===== src/rtl/fp_op_dispatcher.sv =====
`default_nettype none
// ============================================================================
// Module   : fp_op_dispatcher
// Function : Buffers {op,a,b} requests, issues them to the FP adder/multiplier
//            AXI-stream operand channels, and merges results back in order.
// Revision : 1.0  initial release
// ============================================================================
module fp_op_dispatcher #(
    parameter int DEPTH = 8,
    parameter int TAGS  = 16
) (
    input  logic        clk,
    input  logic        reset,
    input  logic        in_valid,
    output logic        in_ready,
    input  logic        in_op,
    input  logic [31:0] in_a,
    input  logic [31:0] in_b,
    output logic [31:0] op_a_tdata,
    output logic [31:0] op_b_tdata,
    output logic        add_a_tvalid,
    output logic        add_b_tvalid,
    input  logic        add_a_tready,
    input  logic        add_b_tready,
    output logic        mul_a_tvalid,
    output logic        mul_b_tvalid,
    input  logic        mul_a_tready,
    input  logic        mul_b_tready,
    input  logic        add_res_tvalid,
    input  logic [31:0] add_res_tdata,
    output logic        add_res_tready,
    input  logic        mul_res_tvalid,
    input  logic [31:0] mul_res_tdata,
    output logic        mul_res_tready,
    output logic        out_valid,
    input  logic        out_ready,
    output logic [31:0] out_data,
    output logic        out_op
);
    localparam int c_AW = $clog2(DEPTH);
    localparam int c_TW = $clog2(TAGS);
    localparam logic [c_AW-1:0] c_APTR_ONE  = {{(c_AW-1){1'b0}}, 1'b1};
    localparam logic [c_AW:0]   c_ACNT_ONE  = {{c_AW{1'b0}}, 1'b1};
    localparam logic [c_AW:0]   c_DEPTH_CNT = DEPTH[c_AW:0];
    localparam logic [c_TW-1:0] c_TPTR_ONE  = {{(c_TW-1){1'b0}}, 1'b1};
    localparam logic [c_TW:0]   c_TCNT_ONE  = {{c_TW{1'b0}}, 1'b1};
    localparam logic [c_TW:0]   c_TAGS_CNT  = TAGS[c_TW:0];

    // Operand FIFO storage: {op, a, b}
    logic [64:0]     r_op_mem [DEPTH];
    logic [c_AW-1:0] r_wr_ptr, r_rd_ptr;
    logic [c_AW:0]   r_op_cnt;
    logic            r_tag_mem [TAGS];
    logic [c_TW-1:0] r_tag_wr, r_tag_rd;
    logic [c_TW:0]   r_tag_cnt;
    logic            r_a_taken, r_b_taken;
    logic            r_out_valid, r_out_op;
    logic [31:0]     r_out_data;

    logic [64:0] w_head;
    logic        w_head_op, w_op_empty, w_op_full, w_tag_full, w_tag_nonempty, w_tag_head;
    logic        w_in_hs, w_issue_ok, w_a_valid, w_b_valid, w_a_hs, w_b_hs, w_issue_pop;
    logic        w_out_free, w_res_hs;

    assign w_head         = r_op_mem[r_rd_ptr];
    assign w_head_op      = w_head[64];
    assign w_op_empty     = (r_op_cnt == '0);
    assign w_op_full      = (r_op_cnt == c_DEPTH_CNT);
    assign w_tag_full     = (r_tag_cnt == c_TAGS_CNT);
    assign w_tag_nonempty = (r_tag_cnt != '0);
    assign w_tag_head     = r_tag_mem[r_tag_rd];

    assign in_ready = !w_op_full && !reset;
    assign w_in_hs  = in_valid && in_ready;

    // Once one channel of an op has gone out, the other must be allowed to
    // finish even when the tag FIFO is full, otherwise the pair would deadlock.
    assign w_issue_ok  = !reset && !w_op_empty && (!w_tag_full || r_a_taken || r_b_taken);
    assign w_a_valid   = w_issue_ok && !r_a_taken;
    assign w_b_valid   = w_issue_ok && !r_b_taken;
    assign w_a_hs      = w_a_valid && (w_head_op ? mul_a_tready : add_a_tready);
    assign w_b_hs      = w_b_valid && (w_head_op ? mul_b_tready : add_b_tready);
    assign w_issue_pop = (r_a_taken || w_a_hs) && (r_b_taken || w_b_hs);

    assign add_a_tvalid = w_a_valid && !w_head_op;
    assign add_b_tvalid = w_b_valid && !w_head_op;
    assign mul_a_tvalid = w_a_valid && w_head_op;
    assign mul_b_tvalid = w_b_valid && w_head_op;
    assign op_a_tdata   = w_head[63:32];
    assign op_b_tdata   = w_head[31:0];

    assign w_out_free     = !r_out_valid || out_ready;
    assign add_res_tready = !reset && w_tag_nonempty && !w_tag_head && w_out_free;
    assign mul_res_tready = !reset && w_tag_nonempty && w_tag_head && w_out_free;
    assign w_res_hs       = (add_res_tvalid && add_res_tready) ||
                            (mul_res_tvalid && mul_res_tready);

    assign out_valid = r_out_valid;
    assign out_data  = r_out_data;
    assign out_op    = r_out_op;

    always_ff @(posedge clk) begin
        if (w_in_hs) r_op_mem[r_wr_ptr] <= {in_op, in_a, in_b};
        if (w_issue_pop) r_tag_mem[r_tag_wr] <= w_head_op;
    end

    always_ff @(posedge clk) begin
        if (reset) begin
            r_wr_ptr  <= '0;
            r_rd_ptr  <= '0;
            r_op_cnt  <= '0;
            r_tag_wr  <= '0;
            r_tag_rd  <= '0;
            r_tag_cnt <= '0;
            r_a_taken <= 1'b0;
            r_b_taken <= 1'b0;
        end else begin
            if (w_in_hs) r_wr_ptr <= r_wr_ptr + c_APTR_ONE;
            if (w_issue_pop) r_rd_ptr <= r_rd_ptr + c_APTR_ONE;
            case ({w_in_hs, w_issue_pop})
                2'b10:   r_op_cnt <= r_op_cnt + c_ACNT_ONE;
                2'b01:   r_op_cnt <= r_op_cnt - c_ACNT_ONE;
                default: ;
            endcase

            if (w_issue_pop) r_tag_wr <= r_tag_wr + c_TPTR_ONE;
            if (w_res_hs) r_tag_rd <= r_tag_rd + c_TPTR_ONE;
            case ({w_issue_pop, w_res_hs})
                2'b10:   r_tag_cnt <= r_tag_cnt + c_TCNT_ONE;
                2'b01:   r_tag_cnt <= r_tag_cnt - c_TCNT_ONE;
                default: ;
            endcase

            if (w_issue_pop) begin
                r_a_taken <= 1'b0;
                r_b_taken <= 1'b0;
            end else begin
                if (w_a_hs) r_a_taken <= 1'b1;
                if (w_b_hs) r_b_taken <= 1'b1;
            end
        end
    end

    always_ff @(posedge clk) begin
        if (reset) begin
            r_out_valid <= 1'b0;
            r_out_data  <= '0;
            r_out_op    <= 1'b0;
        end else if (w_res_hs) begin
            r_out_valid <= 1'b1;
            r_out_data  <= w_tag_head ? mul_res_tdata : add_res_tdata;
            r_out_op    <= w_tag_head;
        end else if (out_ready) begin
            r_out_valid <= 1'b0;
        end
    end
endmodule
`default_nettype wire


===== config.mk =====
export PLATFORM = sky130hd
export DESIGN_NAME = fp_op_dispatcher
export DESIGN_NICKNAME = d
export VERILOG_FILES = /design/src/rtl/fp_op_dispatcher.sv
export SDC_FILE = /design/constraint.sdc
export NUM_CORES = 1
export LEC_CHECK = 0
export ABC_AREA = 1
export ABC_CLOCK_PERIOD_IN_PS = 6100
export CAP_MARGIN = 30
export CELL_PAD_IN_SITES_DETAIL_PLACEMENT = 1
export CELL_PAD_IN_SITES_GLOBAL_PLACEMENT = 2
export CORE_AREA = 8 8 326 202
export CTS_CLUSTER_SIZE = 12
export DETAILED_ROUTE_END_ITERATION = 8
export DIE_AREA = 0 0 334 210
export PLACE_DENSITY_LB_ADDON = 0.3
export SYNTH_ARGS = -nofsm -noshare
export SYNTH_HDL_FRONTEND = slang
export SYNTH_SLANG_ARGS = --single-unit

===== constraint.sdc =====
create_clock -name clk -period 6.1 [get_ports clk]
set_input_delay 0.61 -clock clk [delete_from_list [all_inputs] [get_ports clk]]
set_output_delay 0.61 -clock clk [all_outputs]
set_load 0.02 [all_outputs]

==> run summary, run 1 <==
Status = complete, no violations
Starting Density = 0.4029
Via count = 16404
Sw power = 2.816 mW
Clk buf depth = 3
Area of the die = 0.07014 mm^2
Clock sinks = 602
Worst path max stage delay = 0.72 ns
Post-synthesis cell count = 2159
Most used cell, CP = buf_4
Async set or reset register ratio after synthesis = 0
Final Hold Viols = 0
Max-Cap Viols = 0
Synth cell types = 30
Num CTS Buffers = 59
Worst Path Max Fanout = 57
Top_reg_cell synth = edfxtp_1
CTS resizes = 0
Mean Syn Cell Area = 11.44 um^2
Largest net degree at the start of global routing = 94
Io pins = 244
Req. time, crit path = 5.49 ns
Synthesis-stage register bit count = 602
Final WS setup = 1.410 ns
Slew HR = 0.3596
Die X = 334 um
# nets final = 2462
# DRC = 0
Die extent in y = 210 um
Crit path max-delay family = buffers and inverters
FF-to-FF setup slack = 1.78 ns
DP Worst Slack = 1.824 ns
Mapped cell area = 0.02470 mm^2
Slowest stage cell, crit path = dfxtp_4
Switch share = 0.2810
Num rows = 71
Cts hold-fix bufs = 0
Antenna violations before repair = 6
Slew of the pin with the lowest slew margin = 0.9583 ns
Worst setup path category = register to output pin
Via density per instance = 5.209
# setup viols final = 0
CTS clock-pin slew for the worst setup and hold paths = 0.06 ns
First-pass GRT wire length = 103400 um
Overflow after GRT = 0
Buffer and inverter count on the worst path = 3
Post-synth net total = 2311
Worst min path class = register to register
Pwr dens = 342.3 mW/mm^2
Flop pwr share = 0.476
Tot Pwr = 10.02 mW
CP Launch Type = register
Avg WL per Cell = 21.15 um
CTS H-tree lvls = 2
Comb power frac = 0.192
Clock Latency Late Sink = 0.64 ns
Sequential share of the synthesized area = 0.7052
Post-DRT Antenna Nets = 0
Post-synth EDFFs = 536
Slew Limit Fails = 0
Critical path, cell by cell = buf_4, buf_4, o21ai_0, o22ai_1, nor2_1, a31oi_1, clkdlybuf4s50_1
Internal power = 7.204 mW
1st-pass router iterations = 5
Hold slack = 0.4735 ns
RSZ-0062 raised after global routing = false
Final worst path period share = 0.7689
Clock share of power = 0.333
Final setup TNS = 0 ns
Layout cells sized above 1 = 0.05672
Root buffer cell = clkbuf_16
Dpl hpwl = 39420 um
Fin crit period = 4.690 ns
Core area = 0.06130 mm^2
Pleak = 10.21 nW
Fmax = 0.2132 GHz
Synth warn = 0
Top cells by area, synth = edfxtp_1 65%, nor2_1 8.6%, o21ai_0 5.4%, dfxtp_1 5.3%, nand2_1 2.7%
Post-CTS setup buffer count = 0
DRT iter0 DRCs = 1216
Worst setup EP type = output pin
CP arrival = 4.08 ns
Wirelength, routed = 66600 um
Vias in the first global route = 17391
Total track usage = 0.1857
CTS tree = built
Worst Skew = 0.02792 ns
Area grow syn2layout = 18.53%
Port Buffers = 243
Largest area contributor in the netlist = edfxtp_1
Worst IR drop on VDD = 0.2307 mV
Synth top area share = 0.6517
Final Wtd Congestion = 0.7302
[cells in the mapped netlist, types with 24 or more instances]
| master | number |
|---|---|
| a31oi_1 | 65 |
| buf_2 | 24 |
| buf_4 | 72 |
| clkbuf_1 | 74 |
| dfxtp_1 | 66 |
| edfxtp_1 | 536 |
| inv_1 | 73 |
| nand2_1 | 180 |
| nand3_1 | 67 |
| nor2_1 | 568 |
| o21ai_0 | 268 |
| o22ai_1 | 64 |
[power groups by stage]
stage               Clock (mW)  Combinational (mW)  Sequential, mW
floorplan                    0                1.14            4.94
global placement             0                1.88            4.85
detailed placement           0                1.93            4.86
CTS                       3.42                1.94            4.77
global route              3.56                2.12            4.79
finish                    3.33                1.92            4.77
[logic make-up after synthesis]
logic type               after synthesis  share of synthesized area
buffers and inverters                262                    0.05218
AO/OA/AOI/OAI                        421                    0.09205
adder cells (fa/ha/maj)               13                   0.006586
AND/OR/NAND/NOR                      847                     0.1391
XOR/XNOR                              14                   0.004965
flip-flops                           602                     0.7052
[flip-flops by register name, summed over array words and instances, names as in the netlist, 3 cells and up, named ones only]
register,flops
out_data,32
r_op_cnt,4
r_op_mem,520
r_rd_ptr,3
r_tag_cnt,5
r_tag_mem,16
r_tag_rd,4
r_tag_wr,4
r_wr_ptr,3
[per-stage QoR]
stage                 util  area (um^2)  cells
floorplan                -        24700   2159
global placement    0.4480        27460   3047
detailed placement  0.4490        27520   3050
CTS                 0.4766        29220   3146
global route        0.4776        29270   3149
finish              0.4776        29270   3149
[area by class of cell]
class | count | area [um^2]
fillers | 6433 | 32020
flip-flops and latches | 602 | 17420
multi-input cells | 1295 | 6053
repair buffers | 276 | 2795
clock buffers | 82 | 1598
well taps | 803 | 1005
inverters | 76 | 297.8
clock inverters | 14 | 98.84
diodes | 1 | 2.502
[metal layers]
layer / vias up / wire [um] / GRT usage
li1: 7780 / - / -
met3: 71 / 2896 / 0.03347
met1: 8257 / 30760 / 0.2552
met4: 10 / 914 / 0.03727
met5: - / 65 / 0
met2: 286 / 31960 / 0.3105
[worst min-delay path, stage by stage, from the launching register on]
cell and delay (ns):
dfxtp_1 0.32, nand2_1 0.06, a21oi_1 0.05
[cell usage in the layout (no fill, tap or decap), types with 4 or more instances in the layout]
cell / Yosys / layout
nand3_1: 67 / 67
nand2_2: 4 / 4
o22ai_1: 64 / 64
clkinv_2: 0 / 4
buf_4: 72 / 25
a21oi_1: 20 / 20
nand2_1: 180 / 180
ha_1: 13 / 13
a31oi_1: 65 / 65
clkinv_1: 0 / 6
dfxtp_1: 66 / 64
nor2_1: 568 / 560
nand3b_1: 16 / 16
xor2_1: 11 / 11
clkbuf_1: 74 / 18
buf_12: 0 / 6
clkbuf_16: 0 / 59
clkdlybuf4s50_1: 0 / 243
inv_1: 73 / 71
nor2_4: 0 / 8
o21ai_0: 268 / 268
edfxtp_1: 536 / 536
[final timing paths]
kind | from | cells past startpoint | endpoint
worst min register to register | out_op | 2 | out_op
worst max register to register | register | 19 | r_tag_cnt[4]
worst max-delay path | register | 7 | op_a_tdata[26]
worst min-delay path | out_op | 2 | out_op
Power figures use the tool's default switching activity.
==> run 2: changes to the inputs <==
- ABC_CLOCK_PERIOD_IN_PS: 6100 -> 4400
- CORE_AREA: 8 8 326 202 -> 8 8 339 209
- DIE_AREA: 0 0 334 210 -> 0 0 347 217
- clock period: 6.1 -> 4.4 ns (I/O delays scaled with it)
==> run 2 against run 1 <==
Total power rose by 38%. Die area rose by 7.4%. Setup slack got worse by 1.1 ns. Count of clock-buffer cells in the layout down 1. Utilization decreased by 3.1 points. Clock skew down 0.0042 ns. Critical endpoint is now op_a_tdata[25]. Highest routed layer unchanged.
==> run summary, run 2 (synthesis gave the netlist of run 1 again) <==
Status = complete, no violations
Pleak = 10.17 nW (-0.39%)
CTS resizes = 0 (unchanged)
# DRC = 0 (unchanged)
Post-CTS setup buffer count = 0 (unchanged)
Fin crit period = 4.095 ns
Slew of the pin with the lowest slew margin = 0.8749 ns (-0.08344 ns)
Core area = 0.06558 mm^2 (+7.0%)
Worst setup path category = register to output pin
Max FFs per register = 520 (unchanged)
Pwr dens = 470.7 mW/mm^2 (+38%)
Max-Cap Viols = 0 (unchanged)
1st-pass router iterations = 5 (unchanged)
Final WS setup = 0.3052 ns (-1.105 ns)
Req. time, crit path = 3.96 ns (-1.53 ns)
Area grow syn2layout = 18.69%
FF-to-FF setup slack = 1.01 ns (-0.77 ns)
End of the worst register-to-register path = r_tag_cnt[4]
Root buffer cell = clkbuf_16
CTS H-tree lvls = 2 (unchanged)
Largest net degree at the start of global routing = 167 (+78%)
First-pass GRT wire length = 102200 um (-1.1%)
Total track usage = 0.1715 (-0.01426)
Overflow after GRT = 0 (unchanged)
Cts hold-fix bufs = 0 (unchanged)
Io pins = 244 (unchanged)
Port Buffers = 243 (unchanged)
Hold endpoint = out_op
Worst IR drop on VDD = 0.2953 mV (+28%)
CP Launch Type = register
Slew HR = 0.4168 (+0.05714)
CTS tree = built
Final Hold Viols = 0 (unchanged)
Avg WL per Cell = 20.80 um (-1.7%)
Clock sinks = 602 (unchanged)
RSZ-0062 raised after global routing = false
Final Wtd Congestion = 0.7741 (+6.0%)
Slew Limit Fails = 0 (unchanged)
Via count = 16431 (+0.16%)
Vias in the first global route = 17233 (-0.91%)
Worst-case reg-to-reg path depth = 19 (unchanged)
Die extent in y = 217 um (+3.3%)
Final setup TNS = 0 ns (unchanged)
Commonest non-fill, non-tap cell in the layout = nor2_1
DP Worst Slack = 0.6806 ns (-1.144 ns)
Hold path start = out_op
Final worst path period share = 0.9306
Layout cells sized above 1 = 0.05346 (-0.003252)
# setup viols final = 0 (unchanged)
DRT iter0 DRCs = 1146 (-5.8%)
Clock Latency Late Sink = 0.64 ns (about the same)
Worst setup EP type = output pin
Starting Density = 0.3766 (-0.02632)
Placed cell count = 3109 (+1.9%)
Num CTS Buffers = 58 (-1.7%)
Number of fill cells = 6944 (+7.9%)
Num rows = 73 (+2.8%)
Antenna violations before repair = 4 (-2)
Biggest register = r_op_mem
Area of the die = 0.07530 mm^2 (+7.4%)
Clk buf depth = 3 (unchanged)
Worst Path Max Fanout = 56 (-1.8%)
Finished Core Util = 0.4470 (-0.03059)
Tot Pwr = 13.80 mW (+38%)
CTS clock-pin slew for the worst setup and hold paths = 0.06 ns (about the same)
Wirelength, routed = 66580 um (about the same)
Most frequent cells in the layout = 560 x nor2_1, 536 x edfxtp_1, 268 x o21ai_0, 243 x clkdlybuf4s50_1, 180 x nand2_1
Worst Skew = 0.02372 ns (-0.004201 ns)
Via density per instance = 5.133 (-1.5%)
Worst min path class = register to register
Post-DRT Antenna Nets = 0 (unchanged)
Hold depth = 2 (unchanged)
Die X = 347 um (+3.9%)
Fmax = 0.2442 GHz
Non-filler cells in the finished layout = 3201 (+1.7%)
CP arrival = 3.65 ns (-0.43 ns)
# nets final = 2460 (-0.081%)
Dpl hpwl = 38600 um (-2.1%)
-- run 2: changes by cell type in the layout (fill, tap and decap cells not counted), moves of 3 or more --
cell      change
buf_12        +5
buf_4         -6
clkbuf_1      +5
clkbuf_8      -3
clkinv_1      -4
-- run 2: through the flow --
stage                     hold WS, ns  area [um^2]
after floorplan                0.4531        24700
after global placement         0.4520        27660
after detailed placement       0.4692        27660
after CTS                      0.4365        29280
after global routing           0.4774        29310
final                          0.4726        29310
-- run 2: worst max-delay path by stage --
stage | from | to | slack, ns | depth (start not counted)
after global routing | register | op_a_tdata[25] | 0.14 | 6
after global placement | reset | r_tag_cnt[4] | 0.71 | 16
after detailed placement | reset | r_tag_cnt[4] | 0.68 | 16
final | register | op_a_tdata[25] | 0.31 | 6
after CTS | register | op_b_tdata[2] | 0.23 | 7
after floorplan | reset | r_op_mem[0][0] | -0.14 | 5
-- run 2: per-layer routing --
| metal | share of wire | track usage |
|---|---|---|
| met3 | 0.041 | 0.03107 |
| met4 | 0.017 | 0.04363 |
| met1 | 0.47 | 0.2372 |
| met5 | 0.00057 | 0 |
| met2 | 0.47 | 0.2799 |
-- run 2: cell type report --
| type | instances | area, um^2 | area share |
|---|---|---|---|
| inverters | 76 | 297.8 | 0.01016 |
| clock buffers | 81 | 1538 | 0.05246 |
| clock inverters | 9 | 86.33 | 0.002945 |
| flip-flops and latches | 602 | 17420 | 0.5944 |
| diodes | 1 | 2.502 | 0.00008536 |
| well taps | 862 | 1079 | 0.03679 |
| repair buffers | 275 | 2834 | 0.09668 |
| multi-input cells | 1295 | 6053 | 0.2065 |
-- run 2: power breakdown --
group,leakage [nW],internal (mW),switching (mW)
Combinational,4.01,1.03,1.63
Sequential,5.38,6.46,0.144
Clock,0.783,2.42,2.12
-- run 2: worst max-delay path, stage by stage, from the launching register on --
cell	delay, ns
dfxtp_4	0.65
buf_4	0.65
o21ai_0	0.21
o22ai_1	0.22
nor2_1	0.06
a31oi_1	0.43
clkdlybuf4s50_1	0.71
